## config.mk

```make
export PLATFORM = sky130hd
export DESIGN_NAME = data_mem_lsu
export DESIGN_NICKNAME = d
export VERILOG_FILES = /design/src/rtl/lsu_pkg.sv /design/src/rtl/data_mem_lsu_lane_align.sv /design/src/rtl/data_mem_lsu.sv
export SDC_FILE = /design/constraint.sdc
export NUM_CORES = 1
export LEC_CHECK = 0
export CORE_MARGIN = 8
export CORE_UTILIZATION = 40
export CTS_CLUSTER_SIZE = 40
export DETAILED_ROUTE_END_ITERATION = 12
export PLACE_DENSITY_LB_ADDON = 0.3
export SLEW_MARGIN = 20
export SYNTH_ARGS = -nofsm -noshare
export SYNTH_HDL_FRONTEND = slang
export SYNTH_HIERARCHICAL = 1
export SYNTH_SLANG_ARGS = --single-unit
```

## constraint.sdc

```tcl
create_clock -name clk -period 3.3 [get_ports clk]
set_input_delay 0.66 -clock clk [delete_from_list [all_inputs] [get_ports clk]]
set_output_delay 0.66 -clock clk [all_outputs]
set_load 0.1 [all_outputs]
```

## src/rtl/lsu_pkg.sv

```systemverilog
// Shared types and helpers for the data-memory load/store unit.
package lsu_pkg;

    localparam int unsigned DATA_W = 64;

    // Access size encodings on req_size
    localparam logic [1:0] SZ_B = 2'b00;
    localparam logic [1:0] SZ_H = 2'b01;
    localparam logic [1:0] SZ_W = 2'b10;
    localparam logic [1:0] SZ_D = 2'b11;

    typedef enum logic [1:0] {
        IDLE = 2'b00,
        RD   = 2'b01,
        WR   = 2'b10,
        RESP = 2'b11
    } state_t;

    // Number of bytes moved by an access of the given size
    function automatic logic [3:0] size_bytes(input logic [1:0] size);
        case (size)
            SZ_B:    return 4'd1;
            SZ_H:    return 4'd2;
            SZ_W:    return 4'd4;
            default: return 4'd8;
        endcase
    endfunction

    // Address bits below the access size (must be zero when aligned)
    function automatic logic [2:0] low_mask(input logic [1:0] size);
        return 3'(size_bytes(size) - 4'd1);
    endfunction

endpackage

```

## src/rtl/data_mem_lsu_lane_align.sv

```systemverilog
// lsu_lane_align: byte-lane extraction/extension for loads and lane merge for stores.
module lsu_lane_align
    import lsu_pkg::*;
(
    input  logic [DATA_W-1:0] rbuf,
    input  logic [2:0]        off,
    input  logic [1:0]        size,
    input  logic              uns,
    input  logic [DATA_W-1:0] wdata,
    output logic [DATA_W-1:0] load_data,
    output logic [DATA_W-1:0] store_data
);

    logic [5:0]        shamt;
    logic [DATA_W-1:0] lane;
    logic [DATA_W-1:0] mask;

    // Shift the addressed lane down, extend it, and splice store data into the doubleword
    always_comb begin
        shamt     = {off, 3'b000};
        lane      = rbuf >> shamt;
        mask      = (size == SZ_D) ? '1
                  : ((DATA_W'(1) << {size_bytes(size), 3'b000}) - DATA_W'(1));
        load_data = lane;
        case (size)
            SZ_B:    load_data = uns ? DATA_W'(lane[7:0])  : {{56{lane[7]}},  lane[7:0]};
            SZ_H:    load_data = uns ? DATA_W'(lane[15:0]) : {{48{lane[15]}}, lane[15:0]};
            SZ_W:    load_data = uns ? DATA_W'(lane[31:0]) : {{32{lane[31]}}, lane[31:0]};
            default: load_data = lane;
        endcase
        store_data = (rbuf & ~(mask << shamt)) | ((wdata & mask) << shamt);
    end

endmodule

```

## src/rtl/data_mem_lsu.sv

```systemverilog
// data_mem_lsu: single-outstanding load/store unit driving a doubleword data RAM.
// Sub-doubleword stores are done as read-modify-write.
// Optional macro MISALIGN_CHECK_EN: reject misaligned accesses instead of masking low bits.
module data_mem_lsu
    import lsu_pkg::*;
#(
    parameter int unsigned DEPTH  = 32,
    parameter int unsigned RD_LAT = 1
) (
    input  logic              clk,
    input  logic              reset,
    input  logic              req_valid,
    output logic              req_ready,
    input  logic              req_write,
    input  logic [1:0]        req_size,
    input  logic              req_unsigned,
    input  logic [DATA_W-1:0] req_addr,
    input  logic [DATA_W-1:0] req_wdata,
    output logic              rsp_valid,
    output logic [DATA_W-1:0] rsp_rdata,
    output logic              rsp_err,
    output logic [DATA_W-1:0] mem_addr,
    output logic              MemRead,
    output logic              MemWrite,
    output logic [DATA_W-1:0] write_data,
    input  logic [DATA_W-1:0] read_data
);

    localparam int unsigned ADDR_BITS = $clog2(DEPTH * 8);
    localparam int unsigned CNT_W     = (RD_LAT > 1) ? $clog2(RD_LAT) : 1;
    localparam logic [CNT_W-1:0] CNT_LAST = CNT_W'(RD_LAT - 1);

    state_t            state, state_n;
    logic [CNT_W-1:0]  cnt, cnt_n;
    logic              l_write, l_write_n;
    logic [1:0]        l_size, l_size_n;
    logic              l_uns, l_uns_n;
    logic [2:0]        l_off, l_off_n;
    logic [DATA_W-1:0] l_wdata, l_wdata_n;
    logic              mem_read_n, mem_write_n, rsp_valid_n, rsp_err_n;
    logic [DATA_W-1:0] mem_addr_n, write_data_n, rsp_rdata_n;
    logic              oor_c, misalign_c;
    logic [2:0]        off_c;
    logic [DATA_W-1:0] load_data_c, store_data_c;

    assign req_ready = reset && (state == IDLE);

    // Request qualification: range check, alignment handling, lane offset
    always_comb begin
        oor_c = (req_addr >> ADDR_BITS) != '0;
        off_c = req_addr[2:0] & ~low_mask(req_size);
`ifdef MISALIGN_CHECK_EN
        misalign_c = (req_addr[2:0] & low_mask(req_size)) != 3'b000;
`else
        misalign_c = 1'b0;
`endif
    end

    lsu_lane_align u_align (
        .rbuf       (read_data),
        .off        (l_off),
        .size       (l_size),
        .uns        (l_uns),
        .wdata      (l_wdata),
        .load_data  (load_data_c),
        .store_data (store_data_c)
    );

    // Next-state and registered-output logic
    always_comb begin
        state_n      = state;
        cnt_n        = cnt;
        l_write_n    = l_write;
        l_size_n     = l_size;
        l_uns_n      = l_uns;
        l_off_n      = l_off;
        l_wdata_n    = l_wdata;
        mem_addr_n   = mem_addr;
        write_data_n = write_data;
        rsp_rdata_n  = rsp_rdata;
        mem_read_n   = 1'b0;
        mem_write_n  = 1'b0;
        rsp_valid_n  = 1'b0;
        rsp_err_n    = 1'b0;
        case (state)
            IDLE: begin
                if (req_valid) begin
                    l_write_n = req_write;
                    l_size_n  = req_size;
                    l_uns_n   = req_unsigned;
                    l_off_n   = off_c;
                    l_wdata_n = req_wdata;
                    if (oor_c || misalign_c) begin
                        state_n     = RESP;
                        rsp_valid_n = 1'b1;
                        rsp_err_n   = 1'b1;
                        rsp_rdata_n = '0;
                    end else begin
                        mem_addr_n = {3'b000, req_addr[DATA_W-1:3]};
                        if (req_write && (req_size == SZ_D)) begin
                            state_n      = WR;
                            mem_write_n  = 1'b1;
                            write_data_n = req_wdata;
                        end else begin
                            state_n    = RD;
                            mem_read_n = 1'b1;
                            cnt_n      = '0;
                        end
                    end
                end
            end
            RD: begin
                if (cnt == CNT_LAST) begin
                    if (l_write) begin
                        state_n      = WR;
                        mem_write_n  = 1'b1;
                        write_data_n = store_data_c;
                    end else begin
                        state_n     = RESP;
                        rsp_valid_n = 1'b1;
                        rsp_rdata_n = load_data_c;
                    end
                end else begin
                    cnt_n      = cnt + CNT_W'(1);
                    mem_read_n = 1'b1;
                end
            end
            WR: begin
                state_n     = RESP;
                rsp_valid_n = 1'b1;
                rsp_rdata_n = '0;
            end
            RESP: begin
                state_n = IDLE;
            end
            default: state_n = IDLE;
        endcase
    end

    // State and output registers; reset drops strobes immediately
    always_ff @(posedge clk or negedge reset) begin
        if (!reset) begin
            state      <= IDLE;
            cnt        <= '0;
            l_write    <= 1'b0;
            l_size     <= SZ_B;
            l_uns      <= 1'b0;
            l_off      <= '0;
            l_wdata    <= '0;
            mem_addr   <= '0;
            write_data <= '0;
            rsp_rdata  <= '0;
            MemRead    <= 1'b0;
            MemWrite   <= 1'b0;
            rsp_valid  <= 1'b0;
            rsp_err    <= 1'b0;
        end else begin
            state      <= state_n;
            cnt        <= cnt_n;
            l_write    <= l_write_n;
            l_size     <= l_size_n;
            l_uns      <= l_uns_n;
            l_off      <= l_off_n;
            l_wdata    <= l_wdata_n;
            mem_addr   <= mem_addr_n;
            write_data <= write_data_n;
            rsp_rdata  <= rsp_rdata_n;
            MemRead    <= mem_read_n;
            MemWrite   <= mem_write_n;
            rsp_valid  <= rsp_valid_n;
            rsp_err    <= rsp_err_n;
        end
    end

endmodule

```

; ---- After elaboration in Yosys (flattened, before gate mapping)
; Index checks and enable logic that the tools add are counted.
[classes]
n_shift = 4
n_addsub = 3
reduce_logical = 14
bitwise = 7
n_eq_ne = 17
muxes = 46
[op_table]
columns = op, count
row1 = two-way mux 64 bit, 13
row2 = case mux 64 bit (3 select lines), 2
row3 = AND 64 bit, 2
row4 = case mux 64 bit (2 select lines), 1
row5 = << shifter 64 x 6 -> 64 bit, 2
row6 = NOT 64 bit, 1
row7 = OR 64 bit, 1
row8 = nonzero test 64 bit, 1
row9 = "<< shifter 1 x 7 -> 64 bit, first input constant", 1
row10 = right shift 64 x 6 -> 64 bit, 1
row11 = "subtractor 64 x 1 -> 64 bit, second input constant", 1
row12 = two-way mux 1 bit, 19
row13 = "inequality test 2 bit, second input constant", 7
row14 = "== test 2 bit, second input constant", 6
row15 = case mux 4 bit (3 select lines), 1
row16 = case mux 3 bit (3 select lines), 1
row17 = two-way mux 2 bit, 4
row18 = case mux 2 bit (4 select lines), 1
row19 = "== test 2 x 1 -> 1 bit, second input constant", 3
row20 = zero test 2 bit, 3
row21 = case mux 1 bit (2 select lines), 3
row22 = AND reduction 6 bit, 1
row23 = AND reduction 5 bit, 1
row24 = AND reduction 2 bit, 2
row25 = other kinds (12), 13
[word_totals]
in_bits = 199
out_inout_bits = 197
wordCells = 105
reg_bits = 267

; ---- Logic depth before layout (Yosys ltp)
; Gate-level depths: netlist of run 1.
[depth]
depth_word = 12
mapped_depth = 10
ltp_nobuf = 6

; ---- By module
; The synthesis of run 1 kept the hierarchy.
[by_module_without_submodules]
columns = module, seq_area_each_um2, instances, cells_per_inst, area_each_um2
row1 = data_mem_lsu, 6656.4, 1, 823, 11345.9
row2 = lsu_lane_align, 0.0, 1, 604, 4645.7

; ---- Worst setup path after synthesis of run 1
; Ideal clock, no wire load.
[synth_path]
path_type = input to register
from = input port req_addr[16]
to = register write_data[0]
arrival_time_ns = 2.393
n_path_buf = 1
path_slack_ns = 0.780
required_ns = 3.174
path_stages = 6
setup_ns = 0.126
cell_sequence = or4_4 -> nor2_2 -> nand4_2 -> a21oi_4 -> buf_12 -> mux2_4
[synth_via]
elab_chain_cells = 3
[synth_rtl]
columns = element, line
row1 = "start, declared", data_mem_lsu.sv:17  ; input logic [DATA_W-1:0] req_addr,
row2 = nonzero test 64 bit, data_mem_lsu.sv:50  ; oor_c = (req_addr >> ADDR_BITS) != '0;
row3 = inequality test 2 bit (no source line), n/a
row4 = AND reduction 6 bit (no source line), n/a
row5 = "end signal, assigned", data_mem_lsu.sv:166  ; write_data <= write_data_n;
row6 = "end, declared", data_mem_lsu.sv:25  ; output logic [DATA_W-1:0] write_data,
; No other way between the ends.
; A chain may end at the register's enable or synchronous reset.

; ---- Worst setup path after layout of run 1
[layout_path]
from = register l_size[1]
to = register write_data[61]
[layout_via]
elab_chain_cells = 12
word_cells_on_any_way = 17
cone_classes = 1 x add/sub / 3 x eq/ne / 3 x shift / 5 x mux / 4 x bitwise / 1 x reduce/logical
[layout_rtl]
columns = element, line
row1 = "start, declared", data_mem_lsu.sv:36  ; logic [1:0] l_size, l_size_n;
row2 = "start signal, assigned", data_mem_lsu.sv:161  ; l_size <= l_size_n;
row3 = "== test 2 bit, or another cell as far along", lsu_pkg.sv:21  ; case (size)
row4 = case mux 4 bit (3 select lines), lsu_pkg.sv:21
row5 = << shifter 1 x 7 -> 64 bit, data_mem_lsu_lane_align.sv:23  ; : ((DATA_W'(1) << {size_bytes(size), 3'b000}) - DATA_W'(1));
row6 = subtractor 64 x 1 -> 64 bit, data_mem_lsu_lane_align.sv:23
row7 = two-way mux 64 bit (*), data_mem_lsu_lane_align.sv:22  ; mask = (size == SZ_D) ? '1
row8 = << shifter 64 x 6 -> 64 bit, data_mem_lsu_lane_align.sv:31  ; store_data = (rbuf & ~(mask << shamt)) | ((wdata & mask) << shamt);
row9 = NOT 64 bit, data_mem_lsu_lane_align.sv:31
row10 = AND 64 bit, data_mem_lsu_lane_align.sv:31
row11 = OR 64 bit (*), data_mem_lsu_lane_align.sv:31
row12 = via store_data_c[61], data_mem_lsu.sv:44  ; logic [DATA_W-1:0] load_data_c, store_data_c;
row13 = two-way mux 64 bit (*), data_mem_lsu.sv:114  ; if (l_write) begin
row14 = two-way mux 64 bit (*), data_mem_lsu.sv:113  ; if (cnt == CNT_LAST) begin
row15 = case mux 64 bit (2 select lines) (*), data_mem_lsu.sv:85  ; case (state)
; Mark *: on every way through the listed nets, which the timed path passes. The rest lies on a longest branch. The select of a mux whose other input is x is not followed.

==> results of run 1 <==
## worst paths after layout
kind | end | depth (start not counted) | from
min in group asynchronous | rsp_rdata[18] | 2 | reset
setup / recovery | write_data[61] | 7 | l_size[1]
hold reg to reg | mem_addr[53] | 1 | mem_addr[53]
setup reg to reg | write_data[61] | 7 | l_size[1]
max in group asynchronous | l_off[0] | 3 | reset
hold / removal | mem_addr[53] | 1 | mem_addr[53]
## registers in the layout, summed over array words and instances, names as in the netlist, 2 cells and up
name,count
l_size,2
l_off,3
mem_addr,61
state,2
rsp_rdata,64
l_wdata,64
write_data,64
## cell usage after synthesis (12+ instances only)
cell type	n	share of area [%]
buf_4	28	1.3
a21oi_1	38	1.2
o2111ai_1	17	0.93
nand2_1	167	3.9
nand3_1	12	0.38
and2_1	59	2.3
mux2_2	155	11
a221o_1	15	0.94
nand4_1	25	0.98
dfrtp_1	266	42
a22oi_1	17	0.80
mux2_4	60	5.6
o21ai_0	55	1.7
a22o_1	33	1.8
mux2i_1	127	7.9
buf_2	29	0.91
nor4_1	12	0.47
clkbuf_1	44	1.0
inv_1	67	1.6
nor3_1	16	0.50
mux4_2	33	4.6
nor2_1	25	0.59
## kinds of logic after synthesis
family                   after synthesis  synth area share (%)
flip-flops                           266                  41.6
buffers and inverters                187                  6.44
multiplexers                         382                  30.0
other                                  1                0.0234
AND/OR/NAND/NOR                      358                  11.3
AO/OA/AOI/OAI                        229                  10.3
adder cells (fa/ha/maj)                4                 0.313
## what timing repair did
| action | 4_1_cts | 5_1_grt |
|---|---|---|
| endpoints found under the hold margin | 12 | 0 |
| buffers inserted | 0 | 0 |
| hold buffers | 1 | 0 |
## metrics by stage
step	cell area [um2]	std cells	setup slack, ps	hold slack, ps	utilization [%]
CTS	20900	2335	573	491	52.6
detailed placement	19900	2281	192	472	50.1
global route	20900	2338	384	497	52.6
global placement	19900	2281	189	472	50.1
floorplan	16000	1429	780	364	-
finish	20900	2339	417	484	52.7
## worst reg2reg max path, cell delays in order, from the launching register on
cell and delay (ps):
dfrtp_1 680, buf_4 340, o21ai_0 210, o21ai_0 730, a21oi_1 210, o21ai_0 330
mux2_2 220, mux2_4 130
## layer usage
metal	part of all wire (%)	track usage [%]	vias up
li1	-	-	5895
met1	41	31.4	6463
met2	46	38.0	626
met3	9.3	6.91	128
met4	4.0	9.85	10
met5	0.10	0	-
## final cells by class
class | count | share of cell area (%)
diodes | 4 | 0.0480
clock buffers | 40 | 4.02
clock inverters | 13 | 0.653
inverters | 69 | 1.24
multi-input cells | 976 | 40.0
flip-flops and latches | 266 | 31.9
well taps | 525 | 3.15
repair buffers | 446 | 19.0
==> flow_summary.yaml, run 1 <==
clock_tree:
  cts_buffer_depth: 3
  cts_resized: 0
  clkTransAtPathRegs_ps: 60
  clk_root_buffer_cell: "clkbuf_16"
  cts_tree: "built"
  cts_inserted_buffers: 31
  clk_latency_ps: 580
  clock-sinks: 266
  htree_levels: 1
synthesis:
  syn_area_per_cell_um2: 11.2
  syn-cell-area_um2: 16000
  yosys_warnings: 6
  ys.flop_type: "dfrtp_1"
  synthCells: 1427
  ys_seq_area_share_pct: 41.6
  netlist-cell-type-count: 70
  synth_edf_count: 0
  ys_ff_latch: 266
  async_flop_share_pct: 100
sta:
  drv_slew: 0
  slew_headroom_pct: 34.2
  period_share_pct: 87.4
  period_needed_ps: 2880
  setup-tns-final_ps: 0
  setup_viol: 0
  rsz0062_at_grt: "false"
  fmax_ghz: 0.347
  tightest_slew_ps: 986
  hold_violations: 0
  finalClockSkew_ps: 37.2
drt:
  drc: 0
  drt-total-wl_um: 59000
  wl_per_cell_um: 25.2
  drt_iter0_drc: 1194
  drt_pass1_iterations: 8
  num_vias: 13100
  via_per_inst: 5.61
  ant_nets: 0
setup_path:
  cp_common_cell: "o21ai_0"
  end_kind: "flip-flop"
  cpPeakStageDelay_ps: 730
  crit_chain: "buf_4 -> o21ai_0 -> o21ai_0 -> a21oi_1 -> o21ai_0 -> mux2_2 -> mux2_4"
  cp_max_fo: 18
  critPathTopFamily: "compound AO/OA/AOI/OAI gates"
  cp_slowest_cell: "o21ai_0"
  timing.reg2reg.setup_slack_ps: 420
  startpoint_type: "flip-flop"
  worstPathArrival_ps: 3400
  required_ps: 3820
  criticalPathCategory: "flip-flop to flip-flop"
  crit_buf_inv: 1
worst_hold_path:
  min_path_type: "flip-flop to flip-flop"
global_route:
  grt_pass1_vias: 13600
  grt_first_pass_wirelength_um: 88000
  grt_max_degree: 129
  antenna_found_initial: 10
  grt_usage_pct: 24.3
  gr-total-overflow: 0
layout:
  ff_latch_area_um2: 6670
  multi_input_area_um2: 8340
  mostFrequentLayoutCell: "dfrtp_1"
  final_cell_mix: "dfrtp_1, buf_4, clkdlybuf4s50_1"
  final_nets: 1993
  drive_above_1_share_pct: 31.7
  syn2layout_area_growth_pct: 30.5
  nFillCells: 3566
floorplan:
  num_rows: 73
  start_util_pct: 40.3
  fp.dieW_um: 216
  die_h_um: 216
  ioPinCount: 396
  placeableCoreArea_um2: 39600
  dieArea_um2: 46600
placement:
  place.gp.congestion: 0.974
  numPortBuffers: 392
  post-dp-hpwl_um: 45800
outcome:
  status: "finished clean"
job:
  cap_viol_max_count: 0
Power of run 1 is left out: the tool's default activity adds up to more than one toggle a clock period on the data nets, which glitch-free logic cannot reach.
==> run 2, diff against run 1 <==
--- a/config.mk
+++ b/config.mk
@@ -9,6 +9,7 @@
 export CORE_UTILIZATION = 40
 export CTS_CLUSTER_SIZE = 40
 export DETAILED_ROUTE_END_ITERATION = 12
+export GPL_TIMING_DRIVEN = 0
 export PLACE_DENSITY_LB_ADDON = 0.3
 export SLEW_MARGIN = 20
 export SYNTH_ARGS = -nofsm -noshare
==> constraint.sdc (replaced) <==
create_clock -name clk -period 2.55 [get_ports clk]
set_input_delay 0.51 -clock clk [delete_from_list [all_inputs] [get_ports clk]]
set_output_delay 0.51 -clock clk [all_outputs]
set_load 0.1 [all_outputs]
==> run 2 against run 1 <==
Design area is 4.0% higher. Worst setup slack worse by 390 ps. Flip-flop and latch count stayed put. First-iteration DRC count is 8.0% lower. Global-route usage is 3.4 points higher. Non-clock buffer count is 75 higher. Sequential share of layout area is 1.3 points lower. Clock skew is 21 ps lower. Critical path type unchanged. Largest cell class unchanged. Highest routed layer unchanged.
==> flow_summary.yaml, run 2 (same netlist as run 1, synthesis figures left out) <==
layout:
  mostFrequentLayoutCell: "dfrtp_1"
  final_cell_mix: "dfrtp_1, clkdlybuf4s50_1, dlygate4sd2_1"
  nFillCells: 3576
  instances_no_fill: 2411
  largestRegisters: "l_wdata: 64 flops, rsp_rdata: 64 flops, write_data: 64 flops"
  fin_area_um2: 21700
  drive_above_1_share_pct: 22.9
  syn2layout_area_growth_pct: 35.7
  final_nets: 2066
drt:
  drt_iter0_drc: 1098
  num_vias: 13500
  via_per_inst: 5.59
  ant_nets: 0
  drt-total-wl_um: 66600
  drc: 0
  wl_per_cell_um: 27.6
  drt_pass1_iterations: 5
outcome:
  status: "finished clean"
setup_path:
  worstPathArrival_ps: 2970
  criticalPathCategory: "flip-flop to flip-flop"
  cp_slowest_cell: "a221o_1"
  cp_max_fo: 10
  end_kind: "flip-flop"
  required_ps: 3000
  crit_chain: "buf_6 -> buf_4 -> buf_2 -> o22ai_1 -> a221o_1 -> mux2_2 -> mux2_4"
  startpoint_type: "flip-flop"
  cpPeakStageDelay_ps: 430
  critPathTopFamily: "buffers and inverters"
  crit_buf_inv: 3
sta:
  rsz0062_at_grt: "true"
  period_needed_ps: 2520
  drv_slew: 0
  setup-tns-final_ps: 0
  setup_viol: 0
  hold_violations: 0
  fmax_ghz: 0.397
  finalClockSkew_ps: 16.1
  slew_headroom_pct: 31.4
  tightest_slew_ps: 1030
  period_share_pct: 98.8
floorplan:
  num_rows: 73
  die_h_um: 216
  dieArea_um2: 46600
  ioPinCount: 396
  fp.dieW_um: 216
  placeableCoreArea_um2: 39600
  start_util_pct: 40.3
placement:
  post-dp-hpwl_um: 53100
  place.gp.congestion: 1.01
  dp.cells: 2349
  placed_cell_area_um2: 20700
  numPortBuffers: 392
clock_tree:
  cts_inserted_buffers: 29
  clock-sinks: 266
  cts_tree: "built"
  cts_buffer_depth: 3
  clkTransAtPathRegs_ps: 60
  clk_root_buffer_cell: "clkbuf_16"
  htree_levels: 1
  clk_latency_ps: 580
global_route:
  antenna_found_initial: 4
  grt_pass1_vias: 14300
  grt_max_degree: 84
  grt_first_pass_wirelength_um: 97900
  grt_usage_pct: 27.7
  gr-total-overflow: 0
job:
  cap_viol_max_count: 0
worst_hold_path:
  min_path_type: "flip-flop to flip-flop"
## run 2: what timing repair did
action,in CTS,in global routing
resized for setup,233,31
hold buffers,6,0
hold endpoints to repair,20,0
endpoints found under the setup margin,357,102
buffers inserted,1,2
## run 2: cell type report
class / count / area, um2 / area share [%]
clock inverters: 12 / 183 / 0.842
diodes: 3 / 7.51 / 0.0346
well taps: 525 / 657 / 3.03
plain buffers: 117 / 842 / 3.88
multi-input cells: 976 / 8340 / 38.4
inverters: 69 / 262 / 1.21
clock buffers: 39 / 843 / 3.89
repair buffers: 404 / 3910 / 18.0
flip-flops and latches: 266 / 6660 / 30.7
## run 2: worst paths after layout
check                        startpoint  cells after the start  slack (ps)             end
min in group asynchronous         reset                      3         490    mem_addr[21]
max                            l_off[0]                      7          30  write_data[53]
max in group asynchronous         reset                      3         780   rsp_rdata[60]
max reg2reg                    l_off[0]                      7          30  write_data[53]
min reg2reg                mem_addr[40]                      1         480    mem_addr[40]
min                        mem_addr[40]                      1         480    mem_addr[40]
## run 2: per-stage QoR
| stage | hold slack (ps) | util [%] | setup WS (ps) |
|---|---|---|---|
| final | 476 | 54.7 | 30.8 |
| after CTS | 462 | 54.6 | 2.66 |
| after floorplan | 214 | - | 180 |
| after detailed placement | 361 | 52.1 | -822 |
| after global routing | 492 | 54.7 | -21.8 |
| after global placement | 468 | 51.9 | -10520 |
## run 2: per-layer routing
metal	global-route usage (%)	vias to the layer above	share of wire, %
li1	-	6038	-
met1	35.6	6632	41
met2	43.1	643	45
met3	7.85	158	9.0
met4	12.1	2	5.0
met5	0	-	0.023
Power of run 2 is left out for the same reason.
==> run 3, diff against run 2 <==
--- a/config.mk
+++ b/config.mk
@@ -14,5 +14,4 @@
 export SLEW_MARGIN = 20
 export SYNTH_ARGS = -nofsm -noshare
 export SYNTH_HDL_FRONTEND = slang
-export SYNTH_HIERARCHICAL = 1
 export SYNTH_SLANG_ARGS = --single-unit
==> constraint.sdc (replaced) <==
create_clock -name clk -period 2.2 [get_ports clk]
set_input_delay 0.44 -clock clk [delete_from_list [all_inputs] [get_ports clk]]
set_output_delay 0.44 -clock clk [all_outputs]
set_load 0.1 [all_outputs]
==> run 3 against run 2 <==
The run now ends with hold timing, setup timing left. Sequential share of layout area shrank 1.6 points. Utilization is 8.2 points higher. Wire length rose by 13%. Largest cell class unchanged.
==> flow_summary.yaml, run 3 <==
placement:
  numPortBuffers: 392
  dp_slack_ps: -1220
  post-dp-hpwl_um: 57500
  place.gp.congestion: 1.01
sta:
  finalClockSkew_ps: 34.7
  setup_ws_ps: -248
  fmax_ghz: 0.408
  period_share_pct: 111
  period_needed_ps: 2450
  hold_ws_ps: -232
  tightest_slew_ps: 846
  rsz0062_at_grt: "true"
  setup_viol: 116
  slew_headroom_pct: 43.6
  drv_slew: 0
  hold_violations: 71
floorplan:
  num_rows: 70
  ioPinCount: 396
  die_h_um: 208
  placeableCoreArea_um2: 36400
  fp.dieW_um: 208
  start_util_pct: 40.5
  dieArea_um2: 43200
drt:
  drt_pass1_iterations: 7
  met3_length_um: 7670
  via_per_inst: 6.02
  drc: 0
  wl_per_cell_um: 30.2
  maxUsedRoutingLayer: "met4"
  drt-total-wl_um: 75200
  routedLengthMet1_um: 31000
  num_vias: 15000
  ant_nets: 0
  drt_iter0_drc: 1185
  wl_met2_um: 34000
clock_tree:
  cts_tree: "built"
  clk_latency_ps: 600
  cts_buffer_depth: 3
  cts_inserted_buffers: 30
  clock-sinks: 266
  htree_levels: 1
  clk_root_buffer_cell: "clkbuf_16"
  clkTransAtPathRegs_ps: 60
outcome:
  failed_checks: "hold timing, setup timing"
  status: "finished, violations left"
setup_path:
  cpPeakStageDelay_ps: 380
  cp_common_cell: "buf_6"
  criticalPathCategory: "flip-flop to flip-flop"
  worstPathArrival_ps: 2900
  cp_max_fo: 10
  crit_chain: "buf_6 -> buf_4 -> buf_12 -> nor2_4 -> buf_6 -> and3_1 -> a221o_2 -> a221oi_2 -> a21oi_1 -> mux2_2"
  crit_buf_inv: 4
  end_kind: "flip-flop"
  cp_slowest_cell: "a221o_2"
  required_ps: 2660
  critPathTopFamily: "compound AO/OA/AOI/OAI gates"
  startpoint_type: "flip-flop"
layout:
  final_nets: 2204
  drive_above_1_share_pct: 42.1
  largestRegisters: "l_wdata: 64 flops, rsp_rdata: 64 flops, write_data: 64 flops"
  mostFrequentLayoutCell: "dfrtp_1"
  final_cell_mix: "dfrtp_1, clkbuf_2, clkdlybuf4s50_1"
  diodes: 0
  syn2layout_area_growth_pct: 55.5
synthesis:
  synth-compound-area-share_pct: 18.9
  yosys_warnings: 0
  synth_top_family_by_area: "compound AO/OA/AOI/OAI gates"
  ys_seq_area_share_pct: 45.2
  synthAdderAreaFrac_pct: 0.340
  ys_ff_latch: 266
  yosysTopAreaCell: "dfrtp_1"
  synthTopCellsByCount: "dfrtp_1, mux2_2, nor2_1, a21oi_1, o21ai_0"
  synth_edf_count: 0
  synth_simple_gate_area_share_pct: 12.6
  syn-cell-area_um2: 14700
  synth_top_area_share_pct: 45.2
  syn_area_per_cell_um2: 9.86
  netlist-cell-type-count: 56
  synthCells: 1495
  async_flop_share_pct: 100
  synth_area_leaders: "dfrtp_1, mux2_2, mux2i_1"
  yosysMostFrequentCell: "dfrtp_1"
  ys.flop_type: "dfrtp_1"
  synth_xor_area_share_pct: 0
  post_synth_mux_area_share_pct: 18.4
global_route:
  grt_pass1_vias: 15100
  grt_first_pass_wirelength_um: 106000
  antenna_found_initial: 1
  grt_usage_pct: 32.6
  grt_max_degree: 99
  gr-total-overflow: 0
worst_hold_path:
  min_path_type: "input port to async pin"
job:
  cap_viol_max_count: 0
run 3: repair_timing:
| item | in CTS | in global routing |
|---|---|---|
| resized for setup | 591 | 610 |
| endpoints found under the setup margin | 394 | 335 |
| setup buffers | 31 | 43 |
| cloned | 4 | 9 |
| hold endpoints to repair | 71 | 71 |
| pin swaps | 29 | 97 |
run 3: area by class of cell:
| class | count | area, um2 |
|---|---|---|
| clock buffers | 38 | 831 |
| repair buffers | 481 | 4290 |
| well taps | 468 | 586 |
| multi-input cells | 1069 | 9050 |
| plain buffers | 119 | 1010 |
| inverters | 34 | 133 |
| flip-flops and latches | 266 | 6660 |
| fillers | 3015 | 13500 |
| clock inverters | 18 | 355 |
run 3: stage by stage:
stage | hold slack [ps] | util, % | setup TNS (ps) | area [um2] | std cells
finish | -232 | 62.9 | -17730 | 22900 | 2493
global route | -216 | 62.9 | -23650 | 22900 | 2493
CTS | -228 | 59.8 | -25870 | 21800 | 2446
detailed placement | 450 | 53.1 | -215350 | 19400 | 2359
global placement | 468 | 53.0 | -3031400 | 19300 | 2357
floorplan | 144 | - | 0 | 14800 | 1497
run 3: worst paths after layout:
check                                   from              to  slack (ps)  depth (start not counted)
worst max-delay path                l_off[0]  write_data[54]        -250                         10
worst min-delay path                   reset  write_data[45]        -230                          1
worst max register to register      l_off[0]  write_data[54]        -250                         10
worst min register to register  mem_addr[23]    mem_addr[23]         480                          1
max in group asynchronous              reset   rsp_rdata[22]        1590                          2
min in group clk                 req_addr[1]        l_off[1]         440                          3
run 3: cells by family after synthesis:
group	count (synthesis)
mux	248
fa+ha+maj	4
compound gates	424
buf+inv	162
simple gates	390
other cells	1
flops	266
run 3: layer usage:
| metal | track usage, % | vias to the layer above |
|---|---|---|
| met3 | 10.2 | 155 |
| li1 | - | 6451 |
| met4 | 10.3 | 0 |
| met5 | 0 | - |
| met2 | 50.5 | 780 |
| met1 | 43.2 | 7611 |
run 3: worst register-to-register path: stages (launching register included):
cell      delay, ps
dfrtp_1         340
buf_6           160
buf_4           140
buf_12          140
nor2_4           80
buf_6           150
and3_1          180
a221o_2         380
a221oi_2        320
a21oi_1         130
mux2_2          280
Power of run 3 is left out for the same reason.
